**src/rtl/controlador_varredura.sv**
```systemverilog
// Scan and scroll controller for a 5x7 LED matrix: column multiplexing with an
// anti-ghosting blank at the start of every slot, and static/scroll/blink modes on a 5x16 frame.
module controlador_varredura #(
  parameter int SCAN_DIV      = 50000,
  parameter int BLANK_CYCLES  = 500,
  parameter int SCROLL_FRAMES = 20
) (
  input  logic        clk,
  input  logic        rst_n,
  input  logic        ch1,
  input  logic        ch0,
  input  logic [79:0] quadro,
  output logic [6:0]  acender_coluna,
  output logic [4:0]  linhas,
  output logic        inicio_quadro,
  output logic [3:0]  deslocamento
);

  localparam int CNT_W = (SCAN_DIV > 2) ? $clog2(SCAN_DIV) : 1;
  localparam int FC_W  = $clog2(SCROLL_FRAMES + 1);

  localparam logic [CNT_W-1:0] CNT_LAST   = CNT_W'(SCAN_DIV - 1);
  localparam logic [CNT_W-1:0] BLANK_LAST = CNT_W'(BLANK_CYCLES - 1);
  localparam logic [CNT_W-1:0] DRIVE_CNT0 = CNT_W'(BLANK_CYCLES);
  localparam logic [FC_W-1:0]  FC_LAST    = FC_W'(SCROLL_FRAMES - 1);

  typedef enum logic {BLANK, DRIVE} state_t;

  typedef enum logic [1:0] {
    M_STATIC = 2'b00,
    M_LEFT   = 2'b01,
    M_RIGHT  = 2'b10,
    M_BLINK  = 2'b11
  } mode_t;

  state_t           state_q, state_d;
  logic [CNT_W-1:0] cnt_q, cnt_d;
  logic [2:0]       col_q, col_d;
  logic [FC_W-1:0]  fc_q, fc_d;
  logic [1:0]       sync1_q, sync2_q;
  logic [1:0]       mode_q, mode_d;
  logic             vis_q, vis_d;
  logic [3:0]       desl_q, desl_d;
  logic [6:0]       acender_q, acender_d;
  logic [4:0]       linhas_q, linhas_d;
  logic             inicio_q, inicio_d;

  logic             start_w;
  logic             step_w;
  logic [3:0]       idx_w;
  logic [4:0]       pix_w;
  logic [6:0]       col_sel_w;

  // Counters describe the slot position; the output registers present it one cycle later.
  always_ff @(posedge clk or negedge rst_n) begin
    if (!rst_n) begin
      state_q   <= BLANK;
      cnt_q     <= '0;
      col_q     <= '0;
      fc_q      <= '0;
      sync1_q   <= '0;
      sync2_q   <= '0;
      mode_q    <= M_STATIC;
      vis_q     <= 1'b1;
      desl_q    <= '0;
      acender_q <= 7'h7F;
      linhas_q  <= '0;
      inicio_q  <= 1'b0;
    end else begin
      state_q   <= state_d;
      cnt_q     <= cnt_d;
      col_q     <= col_d;
      fc_q      <= fc_d;
      sync1_q   <= {ch1, ch0};
      sync2_q   <= sync1_q;
      mode_q    <= mode_d;
      vis_q     <= vis_d;
      desl_q    <= desl_d;
      acender_q <= acender_d;
      linhas_q  <= linhas_d;
      inicio_q  <= inicio_d;
    end
  end

  always_comb begin
    state_d = state_q;
    col_d   = col_q;
    cnt_d   = (cnt_q == CNT_LAST) ? '0 : cnt_q + 1'b1;

    unique case (state_q)
      BLANK: if (cnt_q == BLANK_LAST) state_d = DRIVE;
      DRIVE: begin
        if (cnt_q == CNT_LAST) begin
          state_d = BLANK;
          col_d   = (col_q == 3'd6) ? 3'd0 : col_q + 3'd1;
        end
      end
      default: state_d = BLANK;
    endcase
  end

  // Frame start: mode latch, frame count and scroll/blink step all happen together.
  always_comb begin
    start_w = (state_q == BLANK) && (cnt_q == '0) && (col_q == 3'd0);
    step_w  = start_w && (fc_q == FC_LAST);
    mode_d  = start_w ? sync2_q : mode_q;
    fc_d    = fc_q;
    desl_d  = desl_q;
    vis_d   = vis_q;

    if (start_w) begin
      fc_d = step_w ? '0 : fc_q + 1'b1;
      if (mode_d != M_BLINK) begin
        vis_d = 1'b1;
      end else if (step_w) begin
        vis_d = ~vis_q;
      end
      if (step_w && mode_d == M_LEFT)  desl_d = desl_q + 4'd1;
      if (step_w && mode_d == M_RIGHT) desl_d = desl_q - 4'd1;
    end
  end

  always_comb begin
    idx_w     = desl_q + {1'b0, col_q};
    col_sel_w = ~(7'b1000000 >> col_q);
    pix_w     = '0;
    for (int r = 0; r < 5; r++) begin
      pix_w[r] = quadro[r*16 + int'(idx_w)];
    end

    inicio_d  = start_w;
    acender_d = 7'h7F;
    linhas_d  = '0;
    if (state_q == DRIVE) begin
      acender_d = vis_q ? col_sel_w : 7'h7F;
      linhas_d  = (cnt_q == DRIVE_CNT0) ? pix_w : linhas_q;
    end
  end

  assign acender_coluna = acender_q;
  assign linhas         = linhas_q;
  assign inicio_quadro  = inicio_q;
  assign deslocamento   = desl_q;

endmodule

```
**config.mk**
```make
export PLATFORM = sky130hd
export DESIGN_NAME = controlador_varredura
export DESIGN_NICKNAME = d
export VERILOG_FILES = /design/src/rtl/controlador_varredura.sv
export SDC_FILE = /design/constraint.sdc
export NUM_CORES = 1
export LEC_CHECK = 0
export CORE_AREA = 2 2 83 85
export DETAILED_ROUTE_END_ITERATION = 16
export DIE_AREA = 0 0 85 87
export MAX_ROUTING_LAYER = met4
export PLACE_DENSITY = 0.79
export RECOVER_POWER = 25
export SETUP_SLACK_MARGIN = 0.05
export SLEW_MARGIN = 10
export SYNTH_ARGS = -nofsm -noshare
export SYNTH_HDL_FRONTEND = slang
export SYNTH_SLANG_ARGS = --single-unit
```
**constraint.sdc**
```tcl
create_clock -name clk -period 3.3 [get_ports clk]
set_clock_uncertainty 0.05 [all_clocks]
set_input_delay 0.495 -clock clk [delete_from_list [all_inputs] [get_ports clk]]
set_output_delay 0.495 -clock clk [all_outputs]
set_load 0.01 [all_outputs]
```
# Word level (Yosys, flattened, before mapping)
# Cells that the tools add are included.
# totals
regBits,49
word_cells,81
output_inout_bits,17
input_bits,84
# op_classes
reduce_logical,12
n_lt_le_gt_ge,5
add_sub_neg,10
shifts,1
bitwise_logic,3
muxes,29
n_eq_ne,9
# op_table
cell,count
16-bit by 9-bit == test with 1-bit output (second input constant),2
1-bit binary-select mux with 7-bit select,4
16-bit by 1-bit adder with 16-bit output (second input constant),1
16-bit == test (second input constant),1
16-bit logical NOT,1
7-bit by 8-bit less-than comparator with 1-bit output (second input constant),2
16-bit 2-to-1 mux,1
5-bit 2-to-1 mux,3
6-bit by 4-bit adder with 7-bit output (first input constant),2
7-bit 2-to-1 mux,2
1-bit 2-to-1 mux,13
7-bit by 4-bit adder with 8-bit output (first input constant),1
4-bit by 8-bit less-than comparator with 1-bit output (second input constant),1
6-bit by 8-bit less-than comparator with 1-bit output (second input constant),1
8-bit less-than comparator (second input constant),1
4-bit 2-to-1 mux,2
7-bit NOT,1
7-bit by 3-bit right shift with 7-bit output (first input constant),1
5-bit by 4-bit adder with 6-bit output (first input constant),1
2-bit AND reduction,3
5-bit by 1-bit adder with 5-bit output (second input constant),1
5-bit == test (second input constant),1
1-bit logical AND,5
4-bit by 1-bit adder with 4-bit output (second input constant),1
other kinds (15),17

# Longest topological paths before layout
# Gate-level depths: netlist of the first run.
# depth
word_depth,8
mapped_depth,10

# Least setup slack after synthesis of the first run
# No wires, ideal clock.
# synth_timing
path_type,flip-flop to flip-flop
from,register fc_q[0]
to,"register desl_q[2], in the netlist deslocamento[2]"
path_buffers,0
path_slack_ps,836
arrival_time_ps,2286
stages_incl_launch_ff,11
setup_ps,128
synth_period_minus_slack_ps,2464
cell_sequence,dfrtp_1 > ha_1 > nand4bb_1 > or2_2 > nor4_1 > xnor2_1 > ha_1 > nor4_1 > a21o_1 > nand3_1 > xnor2_1
# synth_via
elab_chain_cells,5
elab_cells_between_ends,7
# synth_lines
element,line,text
from (decl),39,"logic [FC_W-1:0] fc_q, fc_d;"
from (signal assigned),60,fc_q <= '0;
from (signal assigned),73,fc_q <= fc_d;
5-bit == test *,105,step_w = start_w && (fc_q == FC_LAST);
1-bit logical AND *,105,
1-bit logical AND (on tied branches),"118, 119",
2-bit nonzero test (no line),-,
2-bit AND reduction (no line),-,
to (signal assigned),78,desl_q <= desl_d;
to (decl),43,"logic [3:0] desl_q, desl_d;"
# Mark *: on every way between the ends. The rest lies on a longest branch, timed or not.
# A chain may end at the register's enable or synchronous reset.

# Final worst setup path of the first run
# Same ends and word-level chain as after synthesis.

==> metrics.cfg, run 1 <==
[floorplan]
start_util_pct=43.4
dieArea_mm2=0.00740
ioPinCount=101
die_height_um=87
coreArea_mm2=0.00657
die_w_um=85
fp-row-count=30

[setup_path]
critPathKind=register to register
crit_path_max_fanout=7
cp_data_required_time_ns=3.43
crit_buf_inv=0
start_kind=register
cp_slowest_stage_delay_ns=0.43
worstPathArrival_ns=2.94
cp-end-kind=register
crit_slowest_cell=or2_2
cp_top_family=simple AND/OR/NAND/NOR gates
crit_chain=ha_1, nand4bb_1, or2_2, nor4_1, xnor2_1, ha_1, nor4_1, a21o_1, nand3_1, xnor2_1

[clock_network]
cts_hold_buffers=0
cts_resized=0
cts_setup_buffers=0
cts_buffers=5
clk_pin_slew_worst_paths_ns=0.08
cts_tree=done
root_buffer=clkbuf_8
ctsLongestPathBuffers=2
htree_levels=2
clkLatencyLatePin_ns=0.30
cts.sinks=47

[power_and_ir_drop]
switchingPower_mw=0.227
p_leak_nw=1.62
netSwitchingFraction_pct=21.4
clockPowerShare_pct=32.3
p_per_area_mw_per_mm2=264
power_frac_seq_pct=54.8
p_comb_share_pct=12.9
fin_total_pwr_mw=1.06
vdd_drop_max_v=0.000305
p_int_mw=0.832

[final_layout]
finalNetCount=428
finalNonFillerCells=416
diodes=0
multi_input_area_mm2=0.00159
fin_util_pct=61.0
drive_gt1_share_pct=17.3
syn_to_final_growth_pct=40.5
regArea_mm2=0.00119
nFillCells=542

[timing]
fmax_mhz=357
relSlewSlack_pct=-63.2
finalHoldViolations=0
setup-tns-final_ns=0
report.final.slew_viol_count=48
period_needed_ns=2.80
worst_pin_slew_ns=2.45
period_share_pct=85.0
grt_setup_unrepaired=no
setup_viol=0

[drt]
drc=0
wirelength_um=7050
post_drt_wl_per_cell_um=16.9
first_iter_violations=116
vias=2275
avgViaCountPerCell=5.47
ant_nets=0
drt-pass1-iter-count=4

[global_routing]
grt_usage_pct=20.4
use_met2_pct=35.9
antenna_found_initial=0
grt_overflow=0
grt_pass1_vias=2413
busiest_layer=met2
grt_start_max_net_pins=48
met1_usage_pct=23.9
met3_usage_pct=4.55
grt_pass1_wl_um=11700

[synthesis]
yosys-top-cells-area=dfrtp_1 34%, mux4_2 16%, dfstp_2 7.4%
synth.largest_area_cell=dfrtp_1
synth-main-ff-cell=dfrtp_1
ys_seq_area_share_pct=41.6
synthCells=235
syn_avg_cell_area_um2=12.1
synth_cell_types=51
synth_edf_count=0
synth_top_area_share_pct=34.2
async_flop_share_pct=100
ys_ff_latch=47
synth_area_mm2=0.00285
ys_warn_count=0
syn_nets=328

[placed_design]
dp_hpwl_um=5630
place_congestion=0.782
dp.cells=408
port_buffers=100

[run_status]
violations=capacitance limit, slew limit
status=finished, violations left

[job]
maxCapViolations=1

[worst_hold_path]
worstHoldPathType=register to register

==> final timing paths <==
kind / start / to / slack, ns / cells past startpoint
setup / recovery: fc_q[0]$_DFFE_PN0N_ / deslocamento[2]$_DFFE_PN0P_ / 0.50 / 10
hold / removal: sync1_q[1]$_DFF_PN0_ / sync2_q[1]$_DFF_PN0_ / 0.30 / 0
setup reg to reg: fc_q[0]$_DFFE_PN0N_ / deslocamento[2]$_DFFE_PN0P_ / 0.50 / 10
hold reg to reg: sync1_q[1]$_DFF_PN0_ / sync2_q[1]$_DFF_PN0_ / 0.30 / 0
max in group asynchronous: rst_n / fc_q[0]$_DFFE_PN0N_ / 0.92 / 1
min in group asynchronous: rst_n / cnt_q[14]$_DFF_PN0_ / 0.90 / 1
==> metal layers <==
layer | vias to the layer above | share of wire (%) | wire length (um)
met3 | 10 | 6.3 | 443
met1 | 1106 | 42 | 2930
met2 | 83 | 51 | 3580
met4 | 0 | 1.4 | 96
li1 | 1076 | - | -
met5 | - | 0 | 0
==> cell usage after synthesis (2+ instances only) <==
library cell	n
mux2_2	6
and3_1	2
nand3_1	12
xnor2_1	12
and3_2	2
inv_1	9
nor2_1	14
buf_2	3
nand4_1	6
mux4_2	20
nand2_1	13
o2bb2ai_1	6
mux2i_1	12
o21ai_0	3
ha_1	8
dfrtp_1	39
xor2_1	9
nor3_1	2
clkbuf_1	5
nor2b_1	5
nor4_1	5
a21o_1	4
dfstp_2	8
a211oi_1	2
or2_2	2
==> state kept, by name (all words and copies together), names as in the netlist <==
signal / count
cnt_q: 16
sync2_q: 2
deslocamento: 4
vis_q: 1
fc_q: 5
linhas: 5
state_q: 1
acender_coluna: 7
col_q: 3
sync1_q: 2
inicio_quadro: 1
==> through the flow <==
| step | area [um^2] | hold WS (ns) | setup slack (ns) |
|---|---|---|---|
| after floorplan | 2850 | 0.149 | 0.836 |
| after global placement | 3920 | 0.282 | 0.661 |
| after detailed placement | 3920 | 0.286 | 0.606 |
| after CTS | 4010 | 0.305 | 0.539 |
| after global routing | 4010 | 0.316 | 0.299 |
| final | 4010 | 0.303 | 0.496 |
==> power groups by stage <==
stage,logic (mW),clock network [mW],registers (mW)
after CTS,0.140,0.352,0.580
after global routing,0.147,0.382,0.580
after detailed placement,0.140,0,0.591
after global placement,0.135,0,0.591
after floorplan,0.0266,0,0.591
final,0.137,0.342,0.580
==> worst reg2reg max path: stages (launching register included) <==
cell and delay, ns:
dfrtp_1 0.39, ha_1 0.23, nand4bb_1 0.32, or2_2 0.43
nor4_1 0.27, xnor2_1 0.12, ha_1 0.21, nor4_1 0.33
a21o_1 0.13, nand3_1 0.09, xnor2_1 0.15
==> cells in the final DEF, fill, tap and decap left out, drive strengths merged, types with 8 or more instances in the layout <==
cell	Yosys	routed
clkdlybuf4s50	0	97
mux2i	12	12
nand3	13	13
dfrtp	39	39
nand2	14	14
xor2	9	9
ha	8	8
xnor2	13	13
dfstp	8	8
inv	9	10
nor2	14	14
mux4	20	20
==> final cells by class <==
type / count / area share [%]
Timing Repair Buffer: 102 / 25.2
Clock buffer: 5 / 1.72
Sequential cell: 47 / 29.6
Multi-Input combinational cell: 170 / 39.7
Clock inverter: 3 / 0.468
Inverter: 9 / 0.843
Tap cell: 80 / 2.50
==> cell families (layout without fill, tap and decap cells) <==
| family | Yosys count | count (layout) | synth area share (%) |
|---|---|---|---|
| simple gates | 78 | 78 | 15.8 |
| flops | 47 | 47 | 41.6 |
| mux | 39 | 39 | 22.9 |
| compound gates | 22 | 22 | 5.83 |
| xor+xnor | 22 | 22 | 7.02 |
| buf+inv | 18 | 119 | 2.63 |
| fa+ha+maj | 9 | 9 | 4.21 |
No activity file was read; power rests on OpenSTA's default activity.
==> run 2: changes to the inputs <==
Clock period 3.3 ns to 2.7 ns, I/O delays scaled along.
==> run 2 against run 1 <==
Net effect:
- the run now ends clean
- wire length fell by 1.2%
- worst hold slack lost 0.097 ns
- cell area rose by 3.9%
- non-clock buffer count rose by 9
==> metrics.cfg, run 2 (synthesis gave the netlist of run 1 again) <==
[run_status]
status=complete, no violations

[timing]
fmax_mhz=402  ; +13%
period_needed_ns=2.48  ; -0.319 ns
setup_viol=0  ; unchanged
grt_setup_unrepaired=no
setup-tns-final_ns=0  ; unchanged
worst_pin_slew_ns=0.984  ; -1.46 ns
finalHoldViolations=0  ; unchanged
relSlewSlack_pct=34.4  ; +98 points
report.final.slew_viol_count=0  ; -100%
period_share_pct=92.0  ; +7.1 points

[power_and_ir_drop]
p_int_mw=1.21  ; +46%
p_per_area_mw_per_mm2=360  ; +36%
switchingPower_mw=0.287  ; +27%
vdd_drop_max_v=0.000442  ; +45%
p_leak_nw=1.70  ; +4.8%
clockPowerShare_pct=41.5  ; +9.2 points
netSwitchingFraction_pct=19.2  ; -2.2 points
p_comb_share_pct=11.2  ; -1.7 points
power_frac_seq_pct=47.3  ; -7.5 points

[final_layout]
drive_gt1_share_pct=20.0  ; +2.7 points
finalNetCount=437  ; +2.1%
finalNonFillerCells=425  ; +2.2%
nFillCells=522  ; -3.7%
diodes=0  ; unchanged
largest-register=cnt_q
syn_to_final_growth_pct=46.0
largest_register_ffs=16  ; unchanged
layout.cells.most_common=clkdlybuf4s50_1
layout_common_cells=97 x clkdlybuf4s50_1, 39 x dfrtp_1, 20 x mux4_2

[floorplan]
dieArea_mm2=0.00740  ; unchanged
ioPinCount=101  ; unchanged
coreArea_mm2=0.00657  ; unchanged
die_w_um=85  ; unchanged
fp-row-count=30  ; unchanged
die_height_um=87  ; unchanged
start_util_pct=43.4  ; unchanged

[global_routing]
grt_pass1_vias=2394  ; -0.79%
antenna_found_initial=0  ; unchanged
grt_overflow=0  ; unchanged
grt_pass1_wl_um=11500  ; -2.1%
grt_usage_pct=20.2  ; -0.13 points
grt_start_max_net_pins=47  ; -2.1%

[placed_design]
dp.cells=415  ; +1.7%
place_congestion=0.829  ; +6.0%
port_buffers=100  ; unchanged
dp_hpwl_um=5610  ; -0.30%

[drt]
post_drt_wl_per_cell_um=16.4  ; -3.3%
ant_nets=0  ; unchanged
route.met2.wl_um=3570  ; -0.31%
drt-pass1-iter-count=4  ; unchanged
drc=0  ; unchanged
avgViaCountPerCell=5.44  ; -0.53%
wirelength_um=6970  ; -1.2%
first_iter_violations=81  ; -30%
met3_length_um=535  ; +21%
vias=2312  ; +1.6%
wl_met1_um=2750  ; -6.0%
highest_layer=met4

[clock_network]
clk_pin_slew_worst_paths_ns=0.09  ; about the same
htree_levels=2  ; unchanged
clkLatencyLatePin_ns=0.30  ; about the same
cts_hold_buffers=0  ; unchanged
ctsLongestPathBuffers=2  ; unchanged
cts_buffers=5  ; unchanged
cts.sinks=47  ; unchanged
root_buffer=clkbuf_8
cts_tree=done

[worst_hold_path]
worstHoldPathType=input port to async pin

[setup_path]
critPathKind=register to register
start_kind=register
worstPathArrival_ns=2.63  ; -0.31 ns
crit_path_max_fanout=5  ; -2
cp-end-kind=register
cp_data_required_time_ns=2.84  ; -0.59 ns

[job]
maxCapViolations=0  ; -1

[run 2: per-layer routing]
| layer | up-vias | global-route usage, % |
|---|---|---|
| met4 | 0 | 5.48 |
| met3 | 12 | 4.55 |
| met5 | - | - |
| met2 | 81 | 36.6 |
| met1 | 1128 | 22.5 |
| li1 | 1091 | - |
[run 2: final timing paths]
| path | startpoint | slack [ns] | endpoint | cells after the start |
|---|---|---|---|---|
| min in group clk | sync1_q[0]$_DFF_PN0_ | 0.31 | sync2_q[0]$_DFF_PN0_ | 0 |
| max in group asynchronous | rst_n | 1.69 | acender_coluna[5]$_DFF_PN1_ | 2 |
| hold reg to reg | sync1_q[0]$_DFF_PN0_ | 0.31 | sync2_q[0]$_DFF_PN0_ | 0 |
| hold / removal | rst_n | 0.21 | cnt_q[14]$_DFF_PN0_ | 1 |
| setup / recovery | cnt_q[11]$_DFF_PN0_ | 0.22 | deslocamento[2]$_DFFE_PN0P_ | 9 |
| setup reg to reg | cnt_q[11]$_DFF_PN0_ | 0.22 | deslocamento[2]$_DFFE_PN0P_ | 9 |
[run 2: final cells by class]
type                            instances  area (um^2)  share of cell area (%)
Multi-Input combinational cell        170         1600                    38.5
Sequential cell                        47         1190                    28.5
Timing Repair Buffer                  111         1100                    26.4
Tap cell                               80          100                    2.40
Clock inverter                          3         71.3                    1.71
Clock buffer                            5         68.8                    1.65
Inverter                                9         33.8                   0.811
[run 2: per-stage QoR]
stage / hold slack (ns) / area (um^2) / util [%] / total power [mW] / worst slack, ns
2_1_floorplan: 0.0594 / 2850 / - / 0.754 / 0.236
3_3_place_gp: 0.283 / 4000 / 60.9 / 0.888 / 0.206
3_5_place_dp: 0.286 / 4000 / 60.9 / 0.893 / 0.129
4_1_cts: 0.242 / 4140 / 63.0 / 1.52 / 0.106
5_1_grt: 0.294 / 4160 / 63.4 / 1.56 / 0.0685
6_report: 0.206 / 4160 / 63.4 / 1.50 / 0.215
[run 2: critical path: stages (launching register included)]
cell	delay (ns)
dfrtp_1	0.40
or2_1	0.25
or4_4	0.47
nor4_2	0.29
xnor2_1	0.10
ha_1	0.21
nor4_2	0.25
a21o_1	0.11
nand3_1	0.08
xnor2_1	0.14
[run 2: repair_timing]
| item | 4_1_cts | 5_1_grt |
|---|---|---|
| setup endpoints to repair | 0 | 1 |
| gates resized for setup | 0 | 2 |
| buffers inserted | 0 | 2 |
[run 2: power groups by stage]
stage	combinational [mW]	sequential (mW)	clock [mW]
floorplan	0.0325	0.722	0
global placement	0.167	0.722	0
detailed placement	0.172	0.722	0
CTS	0.172	0.709	0.639
global route	0.181	0.709	0.671
finish	0.168	0.709	0.622
==> RTL change, RTL diff (flow settings as in run 1) <==
`SCAN_DIV`: 50000 -> 200000.
--- a/src/rtl/controlador_varredura.sv
+++ b/src/rtl/controlador_varredura.sv
@@ -1,7 +1,7 @@
 // Scan and scroll controller for a 5x7 LED matrix: column multiplexing with an
 // anti-ghosting blank at the start of every slot, and static/scroll/blink modes on a 5x16 frame.
 module controlador_varredura #(
-  parameter int SCAN_DIV      = 50000,
+  parameter int SCAN_DIV      = 200000,
   parameter int BLANK_CYCLES  = 500,
   parameter int SCROLL_FRAMES = 20
 ) (
Function: no difference found for any inputs over 10 cycles, from zero or initial values and one cycle with rst_n low; that may be too few to reach the edited logic, so the function may still have changed.
==> RTL change against run 1 <==
Sequential share of layout area decreased by 0.73 points; sequential power increased by 4.1%; final area rose by 6.9%; synthesized cell count up 37%; area after synthesis rose by 8.8%; first-iteration DRC count increased by 60%; the flow still finishes with violations (max-capacitance violations, max-slew violations); routed wire length is 22% higher; total power grew 4.9%; highest routed layer unchanged; sequential cell count grew 2; worst setup slack got worse by 0.22 ns.
==> RTL change: results (changes against run 1) <==
Fillers: 531 (-2.0%)
Post-synthesis compound-gate area fraction: 11.0% (+5.1 points)
Largest cells by area after synthesis: dfrtp_1 33%, mux2i_1 8.4%, dfstp_2 6.8%, a2111oi_0 5.6%, and3_1 5.2%
Max-slew violation count: 50 (+4.2%)
Post-Route M1 WL: 3610 um (+23%)
Violated checks: max-capacitance violations, max-slew violations
Synth unique cells: 41 (-20%)
Post-synthesis sequential area ratio: 39.8% (-1.8 points)
R2r setup slk: 0.28 ns (-0.22 ns)
Tot GR Track Use: 24.1% (+3.7 points)
DR WL/cell: 17.2 um (+1.3%)
Worst-path fanout max: 20 (+13)
1st-iter DRT viols: 186 (+60%)
Critical Path AT: 3.16 ns (+0.22 ns)
Hold_ws: 0.309 ns (+0.00597 ns)
Top post-synthesis cells by count: 41 x dfrtp_1, 26 x and3_1, 26 x mux2i_1
Max_slew headroom: -68.8% (-5.6 points)
Top delay family on crit path: adder cells
Part of the power in combinational logic: 12.1% (-0.8 points)
Outcome: finished, violations left
Net Switching: 0.255 mW (+13%)
Post-DP HPWL: 6700 um (+19%)
Hold path startpoint: sync1_q[0]$_DFF_PN0_
# nets final: 512 (+20%)
WL met3: 633 um (+43%)
Routability congestion estimate from global placement: 0.857 (+9.6%)
Met2 routed WL: 4150 um (+16%)
Worst r2r dst: linhas[0]$_DFFE_PN0P_
Maximum vdd drop: 249 uV (-18%)
Multiplexer share of the synthesized area: 9.47% (-13 points)
Crit path largest cell delay: 0.76 ns (+0.33 ns)
Post-DP Area: 4190 um^2 (+6.8%)
Max Cap Viol: 1 (unchanged)
Clock transition at path regs: 0.10 ns (+0.02 ns)
Synth Area in XOR/XNOR: 6.49% (-0.53 points)
## RTL change: cell types whose count changed after synthesis, sizes merged, moves of 8 or more
cell	run 1	this run
clkbuf	5	17
nor4	6	15
nor2b	5	22
a2111oi	0	20
and3	4	26
a21oi	1	9
mux2i	12	26
mux4	20	0
## RTL change: power groups by stage
stage               sequential [mW]  clock, mW  combinational, mW
floorplan                     0.616          0             0.0189
global placement              0.616          0              0.137
CTS                           0.604      0.382              0.136
global route                  0.605      0.404              0.144
finish                        0.604      0.371              0.135
detailed placement            0.616          0              0.135
## RTL change: per-layer routing
layer	GRT usage, %	vias to the layer above
met2	39.5	97
li1	-	1384
met1	30.3	1369
met4	7.94	0
met3	4.55	14
met5	-	-
## RTL change: cell families (layout without fill, tap and decap cells)
kind of cell             after synthesis  count (layout)
flip-flops                            49              49
buffers and inverters                 28             125
adder cells (fa/ha/maj)                9               9
XOR/XNOR                              23              23
multiplexers                          29              29
AO/OA/AOI/OAI                         48              48
AND/OR/NAND/NOR                      137             137
## RTL change: per-stage QoR
step | utilization, % | std cells | setup slack (ns)
floorplan | - | 323 | 0.498
CTS | 65.2 | 500 | 0.270
finish | 65.2 | 500 | 0.276
global placement | 63.8 | 492 | 0.346
detailed placement | 63.8 | 492 | 0.288
global route | 65.2 | 500 | 0.0732
## RTL change: final cells by class
type	instances	area, um^2	area share (%)
Tap cell	80	100	2.34
Multi-Input combinational cell	246	1770	41.2
Timing Repair Buffer	108	1050	24.6
Clock buffer	5	68.8	1.61
Inverter	9	33.8	0.789
Sequential cell	49	1240	28.9
Clock inverter	3	25.0	0.584
